==> src/rtl/filter_tdm_sequencer.sv <==
// Time-division sequencer that shares one 1-bit filter/decimation datapath across NUM_CH bitstreams.
// It generates sample strobes, window clear/dump commands, and a valid/ready result port with overrun flag.
module filter_tdm_sequencer #(
  parameter int NUM_CH  = 4,
  parameter int CH_W    = 2,
  parameter int DECIM   = 64,
  parameter int CNT_W   = 7,
  parameter int CLK_DIV = 8
) (
  input  logic              CLK,
  input  logic              RST,
  input  logic              EN,
  input  logic [NUM_CH-1:0] IN,
  output logic              SAMPLE_EN,
  output logic              SAMPLE_BIT,
  output logic [CH_W-1:0]   CH_SEL,
  output logic              ACC_CLR,
  output logic              DUMP,
  input  logic [7:0]        AVG_IN,
  output logic [7:0]        OUT_DATA,
  output logic [CH_W-1:0]   OUT_CH,
  output logic              OUT_VALID,
  input  logic              OUT_READY,
  output logic              OVERRUN,
  output logic              BUSY
);

  localparam int PS_W = $clog2(CLK_DIV);
  localparam logic [PS_W-1:0]  PS_LAST  = PS_W'(CLK_DIV - 1);
  localparam logic [CH_W-1:0]  CH_LAST  = CH_W'(NUM_CH - 1);
  localparam logic [CNT_W-1:0] WIN_LAST = CNT_W'(DECIM - 1);

  typedef enum logic [1:0] {
    S_IDLE,
    S_RUN,
    S_DRAIN
  } state_t;

  state_t            state_q, state_d;
  logic              start;

  logic [PS_W-1:0]   presc_q, presc_d;
  logic [CH_W-1:0]   ch_sel_q, ch_sel_d;
  logic [CNT_W-1:0]  win_q, win_d;

  logic              sample_en_q, sample_en_d;
  logic              sample_bit_q, sample_bit_d;
  logic              acc_clr_q, acc_clr_d;
  logic              dump_q, dump_d;

  logic              cap_pend_q;
  logic [CH_W-1:0]   cap_ch_q, cap_ch_d;
  logic [7:0]        out_data_q, out_data_d;
  logic [CH_W-1:0]   out_ch_q, out_ch_d;
  logic              out_valid_q, out_valid_d;
  logic              overrun_q, overrun_d;

  // Run control: DRAIN finishes the current window before returning to IDLE.
  always_ff @(posedge CLK or negedge RST) begin
    if (!RST) begin
      state_q <= S_IDLE;
    end else begin
      state_q <= state_d;
    end
  end

  always_comb begin
    state_d = state_q;
    start   = 1'b0;
    case (state_q)
      S_IDLE: begin
        if (EN) begin
          state_d = S_RUN;
          start   = 1'b1;
        end
      end
      S_RUN: begin
        if (!EN) begin
          state_d = S_DRAIN;
        end
      end
      S_DRAIN: begin
        if (dump_q && (ch_sel_q == CH_LAST)) begin
          state_d = S_IDLE;
        end
      end
      default: state_d = S_IDLE;
    endcase
  end

  // Slot timing: the strobe registers one cycle after the prescaler reaches its last count,
  // and channel/window advance on the strobe cycle so CH_SEL stays valid while SAMPLE_EN is high.
  always_comb begin
    presc_d      = presc_q;
    ch_sel_d     = ch_sel_q;
    win_d        = win_q;
    sample_en_d  = 1'b0;
    sample_bit_d = 1'b0;
    acc_clr_d    = 1'b0;
    dump_d       = 1'b0;
    if (start) begin
      presc_d  = '0;
      ch_sel_d = '0;
      win_d    = '0;
    end else if (state_q != S_IDLE) begin
      presc_d = (presc_q == PS_LAST) ? '0 : presc_q + PS_W'(1);
      if (sample_en_q) begin
        ch_sel_d = ch_sel_q + CH_W'(1);
        if (ch_sel_q == CH_LAST) begin
          win_d = (win_q == WIN_LAST) ? '0 : win_q + CNT_W'(1);
        end
      end
      if (presc_q == PS_LAST) begin
        sample_en_d  = 1'b1;
        sample_bit_d = IN[ch_sel_q];
        acc_clr_d    = (win_q == '0);
        dump_d       = (win_q == WIN_LAST);
      end
    end
  end

  // AVG_IN is valid the cycle after DUMP; remember which channel was dumped until then.
  always_comb begin
    cap_ch_d    = dump_q ? ch_sel_q : cap_ch_q;
    out_data_d  = out_data_q;
    out_ch_d    = out_ch_q;
    out_valid_d = out_valid_q;
    overrun_d   = overrun_q;
    if (start) begin
      overrun_d = 1'b0;
    end
    if (cap_pend_q) begin
      if (out_valid_q && !OUT_READY) begin
        overrun_d = 1'b1;
      end else begin
        out_data_d  = AVG_IN;
        out_ch_d    = cap_ch_q;
        out_valid_d = 1'b1;
      end
    end else if (out_valid_q && OUT_READY) begin
      out_valid_d = 1'b0;
    end
  end

  always_ff @(posedge CLK or negedge RST) begin
    if (!RST) begin
      presc_q      <= '0;
      ch_sel_q     <= '0;
      win_q        <= '0;
      sample_en_q  <= 1'b0;
      sample_bit_q <= 1'b0;
      acc_clr_q    <= 1'b0;
      dump_q       <= 1'b0;
      cap_pend_q   <= 1'b0;
      cap_ch_q     <= '0;
      out_data_q   <= '0;
      out_ch_q     <= '0;
      out_valid_q  <= 1'b0;
      overrun_q    <= 1'b0;
    end else begin
      presc_q      <= presc_d;
      ch_sel_q     <= ch_sel_d;
      win_q        <= win_d;
      sample_en_q  <= sample_en_d;
      sample_bit_q <= sample_bit_d;
      acc_clr_q    <= acc_clr_d;
      dump_q       <= dump_d;
      cap_pend_q   <= dump_q;
      cap_ch_q     <= cap_ch_d;
      out_data_q   <= out_data_d;
      out_ch_q     <= out_ch_d;
      out_valid_q  <= out_valid_d;
      overrun_q    <= overrun_d;
    end
  end

  assign SAMPLE_EN  = sample_en_q;
  assign SAMPLE_BIT = sample_bit_q;
  assign CH_SEL     = ch_sel_q;
  assign ACC_CLR    = acc_clr_q;
  assign DUMP       = dump_q;
  assign OUT_DATA   = out_data_q;
  assign OUT_CH     = out_ch_q;
  assign OUT_VALID  = out_valid_q;
  assign OVERRUN    = overrun_q;
  assign BUSY       = (state_q != S_IDLE);

endmodule

==> config.mk <==
export PLATFORM = sky130hd
export DESIGN_NAME = filter_tdm_sequencer
export DESIGN_NICKNAME = d
export VERILOG_FILES = /design/src/rtl/filter_tdm_sequencer.sv
export SDC_FILE = /design/constraint.sdc
export NUM_CORES = 1
export LEC_CHECK = 0
export BUFFER_PORTS_ARGS = -buffer_cell sky130_fd_sc_hd__buf_2
export CORE_MARGIN = 4
export CORE_UTILIZATION = 51
export CTS_CLUSTER_DIAMETER = 120
export DETAILED_ROUTE_END_ITERATION = 10
export PLACE_DENSITY = 0.8
export SYNTH_ARGS = -nofsm -noshare
export SYNTH_HDL_FRONTEND = slang
export SYNTH_SLANG_ARGS = --single-unit
==> constraint.sdc <==
create_clock -name CLK -period 1.61 [get_ports CLK]
set_input_delay 0.0805 -clock CLK [delete_from_list [all_inputs] [get_ports CLK]]
set_output_delay 0.0805 -clock CLK [all_outputs]
set_load 0.02 [all_outputs]
==> metrics.txt <==
setup ws final 146 ps; Final period util 90.9%; CP Launch Type flop; post-synthesis cell count 117; vias 1,078; max_slew headroom 52.8%; core area 2570 µm²; syn_area_per_cell 12.2 µm²; f_max 683 MHz; Starting Density 55.5%; Synth area leader dfrtp_1; status complete, no violations; WL per Instance 14.7 µm; CTS Sinks 33; worst-margin pin slew 707 ps; total negative setup slack 0 ps; critical path, cell by cell ha_1, nand3_1, or3_4, nand3_1, a21oi_1; row cnt 18; hpwl dp 2.03 mm; vias per cell 5.44; H-tree levels 2; layout cell share with drive strength beyond 1 35.1%; post-layout util 69.8%; number of fill cells 193; die area 3700 µm²; largest net degree at the start of global routing 34; PortBufs 34; final hold vios 0; ANT cells 0; First-pass DRT Iterations 4; pre-CTS setup slack 194 ps; CP max stage delay 420 ps; top-area cell type share of the netlist area 58.0%; top post-synthesis cells by area dfrtp_1 (58%), mux2_2 (8.7%), ha_1 (5.3%); syn_nets 139; global placement routability congestion 0.749; # DRC 0; critical path type reg -> reg; maximum fanout along the worst path 5; vias in the first global route 1,091; Final min period 1460 ps; I/O pin count 35; # Max-Cap Violations 0; Seq cells post-synth 33; Placed Cells 181; Layout area overhead 25.8%; leakage 0.964 nW; die width 60.8 µm; Peak VDD IR 1.04 mV; total length of routed wires 2.91 mm; critical path's top delay family simple AND/OR/NAND/NOR gates; Buf/Inv on CP 0; fin cells 198; cts bufs inserted 5; All-Layer GR Usage 18.5%; post-CTS setup buffers 0; Required @ worst endpoint 1830 ps; most frequent cell on the critical path nand3_1; CTS tree built; total grt overflow 0; critical path endpoint category flop; Seq/Total Area, Yosys 58.0%; critical path's slowest cell dfrtp_1; Power per Cell Area 998 nW/µm²; synth unique cells 33; min-delay worst type in -> reg; crit path DAT 1680 ps; DR iter-0 viols 25; Nets 189; Worst Skew 6.86 ps; Ys Warns 0; Root Buffer clkbuf_4; Skew-Pair Late Insertion Delay 330 ps; Die Ht 60.8 µm; Final ANT Viol Nets 0; final setup fails 0; first-pass GRT wire length 4.83 mm; RSZ-0062 raised after global routing no; clock transition at the registers of the reported paths 100 ps; initial antenna violation count 0; maximum root-to-sink buffer count 2; Slew Viols, Final 0; mapped cell area 1420 µm²
[flip-flops by register name, summed over array words and instances (netlist names)]
register    flops
OUT_DATA        8
win_q           7
presc_q         3
CH_SEL          2
OUT_CH          2
cap_ch_q        2
state_q         2
ACC_CLR         1
DUMP            1
OUT_VALID       1
OVERRUN         1
SAMPLE_BIT      1
SAMPLE_EN       1
cap_pend_q      1
[power by group]
group	switching (mW)	leakage [nW]	total [mW]	internal (mW)
clock network	0.271	0.0413	0.524	0.253
registers	0.0698	0.455	0.957	0.887
logic	0.184	0.468	0.307	0.123
total	0.524	0.964	1.79	1.26
[kinds of logic (layout without fill, tap and decap cells)]
kind of cell               Yosys count  count (layout)  synth area share, %
AOI/OAI and AO/OA                   15              15                 6.77
adders and majority gates            6               6                 5.27
DFF                                 33              33                 58.0
and+or+nand+nor                     45              45                 17.2
xor gates and xnor gates             1               1                0.615
buffers and inverters                4              55                 1.05
muxes                               13              13                 11.1
[worst paths after layout]
kind	start	end	slack [ps]	depth (start not counted)
worst max-delay path	win_q[1]	win_q[1]	150	5
worst min-delay path	EN	presc_q[1]	50	3
worst max register to register	win_q[1]	win_q[1]	150	5
worst min register to register	cap_pend_q	OUT_VALID	490	2
max in group asynchronous	RST	win_q[3]	820	2
min in group asynchronous	RST	OUT_DATA[4]	330	2
[cell usage in the layout, fill, tap and decap left out, types with 2 or more instances in the layout]
master	synthesis	final
nand2_1	16	16
nand3b_1	5	5
nor2_1	4	4
nor4_1	2	2
buf_2	0	34
o21ai_0	4	4
clkbuf_4	0	5
nand3_1	5	5
dfrtp_1	33	33
mux2_2	11	11
a21oi_1	3	3
inv_1	3	3
ha_1	6	6
a31oi_1	2	2
clkbuf_8	0	2
dlygate4sd3_1	0	9
nand2b_1	3	3
[repair_timing]
action	in CTS	in global routing
resized for setup	0	0
hold endpoints to repair	41	0
hold buffers	9	0
[metal layers]
layer,up-vias,track usage [%],wire length [µm]
li1,518,-,-
met3,5,6.81,239
met2,41,31.6,1430
met5,-,0,0
met1,514,20.7,1180
met4,0,7.74,51
[tightest hold or removal path: stages]
cell and delay, ps:
buf_2 120, nand3b_1 110, nand2_1 50
[stage by stage]
stage	area, µm²	hold WS (ps)	power [mW]
finish	1790	54.1	1.79
global route	1790	59.8	1.91
CTS	1790	47.8	1.80
detailed placement	1630	168	1.26
global placement	1630	158	1.24
floorplan	1420	-215	1.15
[cell usage after synthesis]
| library cell | count |
|---|---|
| a32o_1 | 1 |
| ha_1 | 6 |
| a21oi_1 | 3 |
| nand4_1 | 1 |
| o31ai_1 | 1 |
| o21ai_0 | 4 |
| a31oi_1 | 2 |
| nor3b_2 | 1 |
| inv_1 | 3 |
| nand2b_1 | 3 |
| nor2b_1 | 1 |
| mux2_2 | 11 |
| o211ai_1 | 1 |
| nor2_1 | 4 |
| nor3_1 | 1 |
| mux4_2 | 1 |
| inv_2 | 1 |
| nor2_2 | 1 |
| mux2_1 | 1 |
| and4b_1 | 1 |
| nand2_1 | 16 |
| or3_4 | 1 |
| o211a_1 | 1 |
| nand3b_1 | 5 |
| and3_1 | 1 |
| dfrtp_1 | 33 |
| o2111ai_1 | 1 |
| xor2_1 | 1 |
| nor4_1 | 2 |
| and2_1 | 1 |
| nand2_2 | 1 |
| nand3_1 | 5 |
| o21ai_1 | 1 |
[layout make-up]
cell class	count	area (µm²)	area share [%]
Tap cell	30	37.5	2.09
Multi-Input combinational cell	80	583	32.5
Inverter	4	15.0	0.838
Clock buffer	7	65.1	3.63
Clock inverter	1	5.00	0.279
Sequential cell	33	826	46.1
Timing Repair Buffer	43	260	14.5
Note: power is estimated with default switching activity, not from simulation.
